<file path="src/rtl/tcp_vlg_pkg.sv">
// Shared types and constants for the TCP option parser.
// TCP_VLG_OPT_TIMESTAMP_EN enables timestamp capture in the parser.
package tcp_vlg_pkg;

  localparam int TCP_VLG_SACK_MAX = 4;

  localparam logic [7:0] TCP_OPT_END       = 8'd0;
  localparam logic [7:0] TCP_OPT_NOP       = 8'd1;
  localparam logic [7:0] TCP_OPT_MSS       = 8'd2;
  localparam logic [7:0] TCP_OPT_WND       = 8'd3;
  localparam logic [7:0] TCP_OPT_SACK_PERM = 8'd4;
  localparam logic [7:0] TCP_OPT_SACK      = 8'd5;
  localparam logic [7:0] TCP_OPT_TIMESTAMP = 8'd8;

  localparam logic [7:0] TCP_OPT_LEN_MSS       = 8'd4;
  localparam logic [7:0] TCP_OPT_LEN_WND       = 8'd3;
  localparam logic [7:0] TCP_OPT_LEN_SACK_PERM = 8'd2;
  localparam logic [7:0] TCP_OPT_LEN_TIMESTAMP = 8'd10;

  localparam logic [3:0] TCP_MAX_WIN_SCALE = 4'd14;

  typedef enum logic [2:0] {
    IDLE = 3'd0,
    KIND = 3'd1,
    LEN  = 3'd2,
    DATA = 3'd3,
    PAD  = 3'd4,
    DONE = 3'd5
  } tcp_vlg_state_e;

  typedef struct packed {
    logic [31:0] left;
    logic [31:0] right;
  } tcp_vlg_sack_blk_t;

  // Block array is sized for the maximum; the parser fills only SACK_BLOCKS entries.
  typedef struct packed {
    logic                                    mss_pres;
    logic [15:0]                             mss;
    logic                                    wnd_pres;
    logic [3:0]                              wnd;
    logic                                    sack_perm;
    logic [TCP_VLG_SACK_MAX-1:0]             block_pres;
    tcp_vlg_sack_blk_t [TCP_VLG_SACK_MAX-1:0] blocks;
    logic                                    timestamp_pres;
    logic [31:0]                             snd;
    logic [31:0]                             rec;
  } tcp_vlg_opt_t;

  // A SACK option carries at least one 8-byte block after kind and length.
  function automatic logic sack_len_ok(input logic [7:0] len);
    return (len >= 8'd10) && (len[2:0] == 3'd2);
  endfunction

endpackage

</file>
<file path="src/rtl/tcp_vlg_opt_parse.sv">
// Byte-serial TCP option parser producing a registered option record.
// Timestamp capture is compiled in only with TCP_VLG_OPT_TIMESTAMP_EN.
//
// state | meaning
// IDLE  | waiting for sof_in; opt_out holds the last result
// KIND  | next accepted byte is an option kind
// LEN   | next accepted byte is the option length
// DATA  | consuming option payload bytes
// PAD   | discarding bytes until the region ends
// DONE  | val_out asserted for one cycle
module tcp_vlg_opt_parse
  import tcp_vlg_pkg::*;
#(
  parameter int SACK_BLOCKS   = 4,
  parameter int MAX_OPT_BYTES = 40
) (
  input  logic                              clk,
  input  logic                              rst,
  input  logic [7:0]                        dat_in,
  input  logic                              val_in,
  input  logic                              sof_in,
  input  logic [5:0]                        opt_len_in,
  output logic [$bits(tcp_vlg_opt_t)-1:0]   opt_out,
  output logic                              val_out,
  output logic                              err_out
);

  localparam logic [6:0] MAX_BYTES = 7'(MAX_OPT_BYTES);
  localparam logic [3:0] NUM_BLKS  = 4'(SACK_BLOCKS);

  tcp_vlg_state_e state;
  tcp_vlg_opt_t   opt_q;
  logic [5:0]     cnt;
  logic [7:0]     kind;
  logic [5:0]     dlen;
  logic [5:0]     idx;
  logic           err_flag;

  logic           start;
  logic           too_big;
  logic [5:0]     rem;
  logic [5:0]     rem_dec;
  logic           last;
  logic           len_bad;
  logic [1:0]     blk;
  logic           blk_kept;

  assign opt_out = opt_q;

  always_comb begin
    start    = val_in && sof_in;
    too_big  = {1'b0, opt_len_in} > MAX_BYTES;
    rem      = start ? opt_len_in : cnt;
    rem_dec  = rem - 6'd1;
    last     = (rem_dec == 6'd0);
    blk      = idx[4:3];
    blk_kept = {2'b00, blk} < NUM_BLKS;
  end

  // Length byte validity; cnt still includes the length byte itself here.
  always_comb begin
    len_bad = 1'b0;
    if (dat_in < 8'd2) begin
      len_bad = 1'b1;
    end else if (dat_in > ({2'b00, cnt} + 8'd1)) begin
      len_bad = 1'b1;
    end else begin
      case (kind)
        TCP_OPT_MSS:       len_bad = (dat_in != TCP_OPT_LEN_MSS);
        TCP_OPT_WND:       len_bad = (dat_in != TCP_OPT_LEN_WND);
        TCP_OPT_SACK_PERM: len_bad = (dat_in != TCP_OPT_LEN_SACK_PERM);
        TCP_OPT_SACK:      len_bad = !sack_len_ok(dat_in);
`ifdef TCP_VLG_OPT_TIMESTAMP_EN
        TCP_OPT_TIMESTAMP: len_bad = (dat_in != TCP_OPT_LEN_TIMESTAMP);
`endif
        default:           len_bad = 1'b0;
      endcase
    end
  end

  always_ff @(posedge clk or posedge rst) begin
    if (rst) begin
      state    <= IDLE;
      opt_q    <= '0;
      cnt      <= '0;
      kind     <= '0;
      dlen     <= '0;
      idx      <= '0;
      err_flag <= 1'b0;
      val_out  <= 1'b0;
      err_out  <= 1'b0;
    end else begin
      val_out <= 1'b0;
      err_out <= 1'b0;
      if (start && (opt_len_in == 6'd0)) begin
        opt_q    <= '0;
        err_flag <= 1'b0;
        cnt      <= '0;
        state    <= DONE;
        val_out  <= 1'b1;
      end else if (start && too_big) begin
        opt_q    <= '0;
        err_flag <= 1'b1;
        err_out  <= 1'b1;
        cnt      <= rem_dec;
        state    <= PAD;
      end else if (start || (val_in && (state == KIND))) begin
        // The sof byte is always interpreted as a kind byte.
        if (start) begin
          opt_q    <= '0;
          err_flag <= 1'b0;
        end
        cnt  <= rem_dec;
        kind <= dat_in;
        if (dat_in == TCP_OPT_END) begin
          state   <= last ? DONE : PAD;
          val_out <= last;
        end else if (dat_in == TCP_OPT_NOP) begin
          state   <= last ? DONE : KIND;
          val_out <= last;
        end else if (last) begin
          opt_q    <= '0;
          err_flag <= 1'b1;
          err_out  <= 1'b1;
          state    <= IDLE;
        end else begin
          state <= LEN;
        end
      end else if (state == DONE) begin
        state <= IDLE;
      end else if (val_in) begin
        case (state)
          LEN: begin
            cnt <= rem_dec;
            if (len_bad) begin
              opt_q    <= '0;
              err_flag <= 1'b1;
              err_out  <= 1'b1;
              state    <= last ? IDLE : PAD;
            end else begin
              idx  <= '0;
              dlen <= dat_in[5:0] - 6'd2;
              if (kind == TCP_OPT_SACK_PERM) opt_q.sack_perm <= 1'b1;
              if (kind == TCP_OPT_SACK) begin
                opt_q.blocks     <= '0;
                opt_q.block_pres <= '0;
              end
              if (dat_in == 8'd2) begin
                state   <= last ? DONE : KIND;
                val_out <= last;
              end else begin
                state <= DATA;
              end
            end
          end
          DATA: begin
            cnt <= rem_dec;
            idx <= idx + 6'd1;
            case (kind)
              TCP_OPT_MSS: begin
                if (idx == 6'd0) begin
                  opt_q.mss[15:8] <= dat_in;
                end else begin
                  opt_q.mss[7:0] <= dat_in;
                  opt_q.mss_pres <= 1'b1;
                end
              end
              TCP_OPT_WND: begin
                opt_q.wnd      <= (dat_in > {4'd0, TCP_MAX_WIN_SCALE}) ? TCP_MAX_WIN_SCALE
                                                                      : dat_in[3:0];
                opt_q.wnd_pres <= 1'b1;
              end
              TCP_OPT_SACK: begin
                // Blocks beyond SACK_BLOCKS are consumed but not stored.
                if (blk_kept) begin
                  if (!idx[2]) begin
                    opt_q.blocks[blk].left <= {opt_q.blocks[blk].left[23:0], dat_in};
                  end else begin
                    opt_q.blocks[blk].right <= {opt_q.blocks[blk].right[23:0], dat_in};
                  end
                  if (idx[2:0] == 3'd7) opt_q.block_pres[blk] <= 1'b1;
                end
              end
`ifdef TCP_VLG_OPT_TIMESTAMP_EN
              TCP_OPT_TIMESTAMP: begin
                if (!idx[2]) begin
                  opt_q.snd <= {opt_q.snd[23:0], dat_in};
                end else begin
                  opt_q.rec <= {opt_q.rec[23:0], dat_in};
                end
                if (idx[2:0] == 3'd7) opt_q.timestamp_pres <= 1'b1;
              end
`endif
              default: ;
            endcase
            if (idx == (dlen - 6'd1)) begin
              state   <= last ? DONE : KIND;
              val_out <= last;
            end
          end
          PAD: begin
            cnt <= rem_dec;
            if (last) begin
              state   <= err_flag ? IDLE : DONE;
              val_out <= !err_flag;
            end
          end
          default: ;
        endcase
      end
    end
  end

endmodule

</file>
<file path="config.mk">
export PLATFORM = sky130hd
export DESIGN_NAME = tcp_vlg_opt_parse
export DESIGN_NICKNAME = d
export VERILOG_FILES = /design/src/rtl/tcp_vlg_pkg.sv /design/src/rtl/tcp_vlg_opt_parse.sv
export SDC_FILE = /design/constraint.sdc
export NUM_CORES = 1
export LEC_CHECK = 0
export BUFFER_PORTS_ARGS = -buffer_cell sky130_fd_sc_hd__buf_2
export CAP_MARGIN = 20
export CORE_UTILIZATION = 58
export DETAILED_ROUTE_END_ITERATION = 7
export MAX_ROUTING_LAYER = met4
export PLACE_DENSITY = 0.91
export SLEW_MARGIN = 20
export SYNTH_ARGS = -nofsm -noshare
export SYNTH_HDL_FRONTEND = slang
export SYNTH_SLANG_ARGS = --single-unit
export TNS_END_PERCENT = 1
</file>
<file path="constraint.sdc">
create_clock -name clk -period 27.4 [get_ports clk]
set_input_delay 5.48 -clock clk [delete_from_list [all_inputs] [get_ports clk]]
set_output_delay 5.48 -clock clk [all_outputs]
set_load 0.005 [all_outputs]
</file>
==> results.py, run 1 <==
metrics = {
    "outcome": {
        "status": "complete, no violations",
    },
    "critical_path": {
        "required_ns": 27.80,
        "path_cells": "buf_2, and2_1, mux2i_1, ha_1, o21ai_0, xnor2_1, nand4_1, or3_1, a21oi_4, o21ai_4, a22o_1",
        "start_kind": "input pin",
        "r2r_start": "cnt[2]",
        "path_class": "in2reg",
        "end_kind": "register",
        "cp_max_fo": 32,
        "cpMaxStageDelayCell": "a21oi_4",
        "worst-r2r-cell-count": 12,
        "ff2ff_setup_slack_ns": 23.47,
        "reg2reg_to": "opt_out[187]",
        "crit_path_max_incr_delay_ns": 0.60,
        "crit_arrival_ns": 9.43,
    },
    "floorplan": {
        "die_y_um": 170,
        "die_w_um": 170,
        "pin_count": 368,
        "start_util": 0.598,
        "dieArea_mm2": 0.0288,
        "core_mm2": 0.0273,
        "fp-row-count": 60,
    },
    "clock_network": {
        "cts_htree_levels": 2,
        "post-cts-setup-buffers": 0,
        "cts_resized": 0,
        "cts.sinks": 380,
        "cts_tree": "yes",
        "clockBufferDepth": 3,
        "cts_made_buffers": 38,
        "clk_pin_slew_ns": 0.06,
        "root_buffer": "clkbuf_16",
        "cts.hold.buffers_added": 0,
        "insertion_delay_ns": 0.53,
    },
    "synth": {
        "synthArstFlopShare": 1.00,
        "synth_nets": 1251,
        "synth_edf_count": 0,
        "synth_fa_ha_area_frac": 0.0123,
        "synth_warnings": 0,
        "yosysMostFrequentCell": "dfrtp_1",
        "syn_area_mm2": 0.0163,
        "synthTopCellsByCount": "dfrtp_1, a22o_1, and2_1",
        "synth_simple_gate_area_frac": 0.0783,
        "synth_top_area_frac": 0.584,
        "ys_types": 69,
        "synth_cells": 1217,
        "synth-seq-cells": 380,
        "synthXorXnorAreaFrac": 0.0124,
        "synth_top_family_by_area": "compound AO/OA/AOI/OAI gates",
        "synth.area.top_cells": "dfrtp_1, a22o_1, mux4_2",
        "synth_compound_area_frac": 0.197,
        "synth.largest_area_cell": "dfrtp_1",
        "synth_ff_type": "dfrtp_1",
        "synth.area.mux_share": 0.0770,
        "syn_area_per_cell_um2": 13.4,
        "yosysSeqAreaShare": 0.584,
    },
    "timing": {
        "rsz0062_at_grt": "false",
        "fin_crit_sh": 0.330,
        "fin_tns_setup_ns": 0,
        "hold_viol": 0,
        "slew_headroom": 0.275,
        "clock_skew_ns": 0.0162,
        "fin_crit_ns": 9.03,
        "worst_slack_ns": 18.37,
        "worst_pin_slew_ns": 1.08,
        "fmax_mhz": 111,
        "setup_viol": 0,
        "slew_viol_final": 0,
    },
    "global_route": {
        "grt_max_degree": 198,
        "grt_pass1_vias": 12700,
        "overflow": 0,
        "grt_pass1_wl_um": 74200,
        "grt.total_usage": 0.344,
        "antenna_found_initial": 0,
    },
    "placed_design": {
        "place_inst": 1874,
        "port_buffers": 367,
        "place_worst_setup_slack_ns": 17.90,
        "place_area_mm2": 0.0182,
        "routabilityCongestion": 0.923,
        "hpwlAfterDp_um": 30400,
    },
    "power_and_ir_drop": {
        "powerDensity_mw_per_mm2": 70.1,
        "total_power_mw": 1.36,
        "leakagePower_nw": 10.2,
        "vdd_drop_max_mv": 0.0576,
    },
    "routing": {
        "vias": 12700,
        "drc_errors": 0,
        "wl_per_cell_um": 24.5,
        "ant_nets": 0,
        "drt-initial-drc-count": 1170,
        "vias_per_cell": 6.55,
        "wirelength_um": 47600,
        "first_pass_iters": 6,
    },
    "flow_run": {
        "drv_cap": 0,
    },
    "layout": {
        "num_antenna_cells": 0,
        "nFillCells": 1838,
        "finalInstanceArea_mm2": 0.0195,
        "final_cells": 1942,
        "layout-drive-gt1-share": 0.339,
        "area_growth_pct": 19.5,
        "fin_nets": 1577,
    },
    "min_path": {
        "hp-start": "opt_out[26]",
        "hp-class": "reg2reg",
        "holdPathStages": 1,
        "hold_end": "opt_out[26]",
    },
}
area by class of cell:
class	instances	area (um^2)	area share
sequential	380	9510	0.489
multi-input combinational	721	6170	0.317
timing repair buffer	382	1980	0.102
clock buffer	54	1120	0.0576
tap	372	465	0.0239
clock inverter	13	136	0.00700
inverter	20	82.6	0.00424
through the flow:
step,hold slack (ns),utilization
after floorplan,0.478,-
after global placement,0.463,0.667
after detailed placement,0.465,0.667
after CTS,0.483,0.714
after global routing,0.495,0.715
final,0.478,0.715
report_power, final:
part	internal [mW]	switching [mW]	leakage, nW	total (mW)
sequential	0.587	0.0310	5.24	0.618
combinational	0.0767	0.147	4.29	0.224
clock	0.306	0.217	0.626	0.522
layer usage:
layer  vias to the layer above  wire, um  global-route usage
li1                       5245         -                   -
met1                      6400     18000               0.439
met2                       885     22100               0.516
met3                       188      4700              0.0812
met4                         0      2810               0.178
met5                         -         0                   -
flip-flops by register name, indices dropped and copies added, names as in the netlist:
name,cells
val_out,1
state,3
idx,6
cnt,6
dlen,6
err_out,1
opt_out,348
err_flag,1
kind,8
worst max-delay path: cells and delay by family:
kind	cells	cell delay (ns)
adders and majority gates	1	0.27
muxes	1	0.31
xor gates and xnor gates	1	0.20
and+or+nand+nor	3	1.31
AOI/OAI and AO/OA	4	1.58
buffers and inverters	1	0.23
worst max-delay path by stage:
stage               cells after the start   start            to  slack (ns)
CTS                                    11  val_in  opt_out[187]       18.42
floorplan                               1     rst        cnt[0]       11.36
finish                                 11  val_in  opt_out[157]       18.37
detailed placement                     11  val_in  opt_out[313]       17.90
global placement                       11  val_in  opt_out[187]       18.03
global route                           11  val_in  opt_out[187]       18.13
placed cells by master (no fill, tap or decap), types with 5 or more instances in the layout:
cell type  instances
a21oi_1           23
a22o_1           266
and2_1            71
and3_1             5
buf_2            367
buf_4             13
clkbuf_1           6
clkbuf_16         39
clkbuf_8           9
clkinv_2           8
dfrtp_1          378
ha_1              16
inv_1             19
mux2_2            10
mux2i_1            6
mux4_2            48
nand2_1           39
nand2b_1           7
nand3_1           20
nor2_1            41
nor2_2             7
nor3_1            14
nor4_1             5
o21ai_0           18
o21ai_4            9
o22a_1             5
o31ai_1           13
xnor2_1           11
xor2_1            12
logic make-up after synthesis:
| logic type | count (synthesis) |
|---|---|
| AO/OA/AOI/OAI | 380 |
| adder cells (fa/ha/maj) | 16 |
| multiplexers | 64 |
| flip-flops | 380 |
| buffers and inverters | 116 |
| XOR/XNOR | 23 |
| AND/OR/NAND/NOR | 238 |
Note: power is estimated with default switching activity, not from simulation.
==> run 2: changes to the inputs <==
--- a/config.mk
+++ b/config.mk
@@ -7,10 +7,10 @@
 export LEC_CHECK = 0
 export BUFFER_PORTS_ARGS = -buffer_cell sky130_fd_sc_hd__buf_2
 export CAP_MARGIN = 20
-export CORE_UTILIZATION = 58
+export CORE_UTILIZATION = 54
 export DETAILED_ROUTE_END_ITERATION = 7
 export MAX_ROUTING_LAYER = met4
-export PLACE_DENSITY = 0.91
+export PLACE_DENSITY = 0.86
 export SLEW_MARGIN = 20
 export SYNTH_ARGS = -nofsm -noshare
 export SYNTH_HDL_FRONTEND = slang
==> constraint.sdc (replaced) <==
create_clock -name clk -period 9.5 [get_ports clk]
set_input_delay 1.9 -clock clk [delete_from_list [all_inputs] [get_ports clk]]
set_output_delay 1.9 -clock clk [all_outputs]
set_load 0.005 [all_outputs]
==> results.py, run 2 (synthesis gave the netlist of run 1 again) <==
metrics = {
    "clock_network": {
        "cts_tree": "yes",
        "root_buffer": "clkbuf_16",
        "cts.sinks": 380,
        "cts_made_buffers": 39,
        "cts_htree_levels": 2,
        "post-cts-setup-buffers": 0,
        "cts_resized": 0,
        "insertion_delay_ns": 0.53,
        "clk_pin_slew_ns": 0.06,
        "cts.hold.buffers_added": 0,
        "clockBufferDepth": 3,
    },
    "layout": {
        "finalInstanceArea_mm2": 0.0194,
        "num_antenna_cells": 0,
        "largest_reg_flops": 348,
        "nFillCells": 2158,
        "regArea_mm2": 0.00951,
        "fin_nets": 1577,
        "layout_commonest_cell": "dfrtp_1",
        "area_growth_pct": 19.4,
        "multiInputGateArea_mm2": 0.00617,
        "layout_common_cells": "dfrtp_1, buf_2, a22o_1",
        "final_cells": 1959,
        "layout-drive-gt1-share": 0.335,
    },
    "routing": {
        "drc_errors": 0,
        "wirelength_um": 46400,
        "drt-initial-drc-count": 1512,
        "wl_per_cell_um": 23.7,
        "first_pass_iters": 5,
        "vias": 12500,
        "ant_nets": 0,
        "vias_per_cell": 6.40,
    },
    "placed_design": {
        "place_area_mm2": 0.0182,
        "port_buffers": 367,
        "hpwlAfterDp_um": 29900,
        "place_worst_setup_slack_ns": 3.53,
        "routabilityCongestion": 0.907,
        "place_inst": 1892,
    },
    "global_route": {
        "overflow": 0,
        "grt_pass1_vias": 12200,
        "grt.total_usage": 0.309,
        "grt_pass1_wl_um": 72000,
        "antenna_found_initial": 0,
        "grt_max_degree": 187,
    },
    "critical_path": {
        "cpMostUsedCell": "and2_1",
        "end_kind": "register",
        "start_kind": "input pin",
        "crit_arrival_ns": 5.90,
        "path_class": "in2reg",
        "cpMaxStageDelayCell": "a21oi_4",
        "crit_path_max_incr_delay_ns": 0.62,
        "path_cells": "buf_2, and2_1, mux2i_1, ha_1, o21ai_0, xnor2_1, nand4_1, or3_1, a21oi_4, o21ai_4, buf_4, and2_1",
        "required_ns": 9.91,
        "cp_max_fo": 39,
    },
    "min_path": {
        "hp-class": "reg2reg",
    },
    "timing": {
        "worst_slack_ns": 4.01,
        "fin_crit_sh": 0.578,
        "slew_headroom": 0.231,
        "setup_viol": 0,
        "worst_pin_slew_ns": 1.15,
        "slew_viol_final": 0,
        "fin_crit_ns": 5.49,
        "clock_skew_ns": 0.0151,
        "hold_viol": 0,
        "fmax_mhz": 182,
        "fin_tns_setup_ns": 0,
        "rsz0062_at_grt": "false",
    },
    "floorplan": {
        "die_w_um": 176,
        "die_y_um": 176,
        "fp-row-count": 63,
        "start_util": 0.550,
        "dieArea_mm2": 0.0309,
        "pin_count": 368,
        "core_mm2": 0.0296,
    },
    "outcome": {
        "status": "complete, no violations",
    },
    "power_and_ir_drop": {
        "vdd_drop_max_mv": 0.115,
        "powerDensity_mw_per_mm2": 202,
        "total_power_mw": 3.93,
        "leakagePower_nw": 10.1,
    },
    "flow_run": {
        "drv_cap": 0,
    },
}
==> run 2: cell count changes in the layout (fill, tap and decap cells not counted) <==
| cell | delta |
|---|---|
| clkbuf_8 | -6 |
| clkbuf_1 | +5 |
| clkbuf_16 | +2 |
| a2111oi_0 | -1 |
| a2111oi_1 | +1 |
| buf_16 | -1 |
| buf_4 | -1 |
| buf_6 | +1 |
| inv_8 | -1 |
| o21ai_0 | -1 |
| o21ai_1 | +1 |
==> run 2: path summary, 6_finish.rpt <==
path                              from            to  slack [ns]  depth (start not counted)
setup / recovery                val_in    opt_out[3]        4.01                         12
max in group asynchronous          rst        idx[4]        6.40                          3
hold reg to reg            opt_out[24]   opt_out[24]        0.48                          1
min in group asynchronous          rst  opt_out[153]        1.57                          2
hold / removal             opt_out[24]   opt_out[24]        0.48                          1
setup reg to reg                cnt[2]  opt_out[122]        5.51                         12
==> run 2: layout make-up <==
type | count | share of cell area
Clock buffer | 55 | 0.0570
Clock inverter | 12 | 0.00663
Inverter | 20 | 0.00405
Multi-Input combinational cell | 721 | 0.317
Sequential cell | 380 | 0.489
Tap cell | 390 | 0.0251
Timing Repair Buffer | 381 | 0.101
==> run 2: power breakdown <==
| group | total, mW | switching (mW) | leakage (nW) | internal (mW) |
|---|---|---|---|---|
| clock network | 1.50 | 0.627 | 0.614 | 0.871 |
| logic | 0.645 | 0.426 | 4.27 | 0.219 |
| registers | 1.78 | 0.0905 | 5.24 | 1.69 |
| total | 3.93 | 1.14 | 10.1 | 2.78 |
==> run 2: worst max-delay path, delay by kind of cell <==
kind	cells	cell delay [ns]
compound gates	3	1.10
xor+xnor	1	0.19
fa+ha+maj	1	0.28
buf+inv	2	0.55
mux	1	0.31
simple gates	4	1.52
==> run 2: metal layers <==
metal  vias up  part of all wire  global-route usage  wire length [um]
met5         -                 0                   -                 0
met1      6387              0.41               0.423             18900
li1       5247                 -                   -                 -
met3       141             0.086              0.0528              4000
met4         0             0.039               0.125              1790
met2       771              0.47               0.462             21700
==> run 2: metrics by stage <==
step,util,hold slack (ns)
floorplan,-,0.478
global placement,0.614,0.463
detailed placement,0.614,0.465
CTS,0.656,0.485
global route,0.656,0.496
finish,0.656,0.478
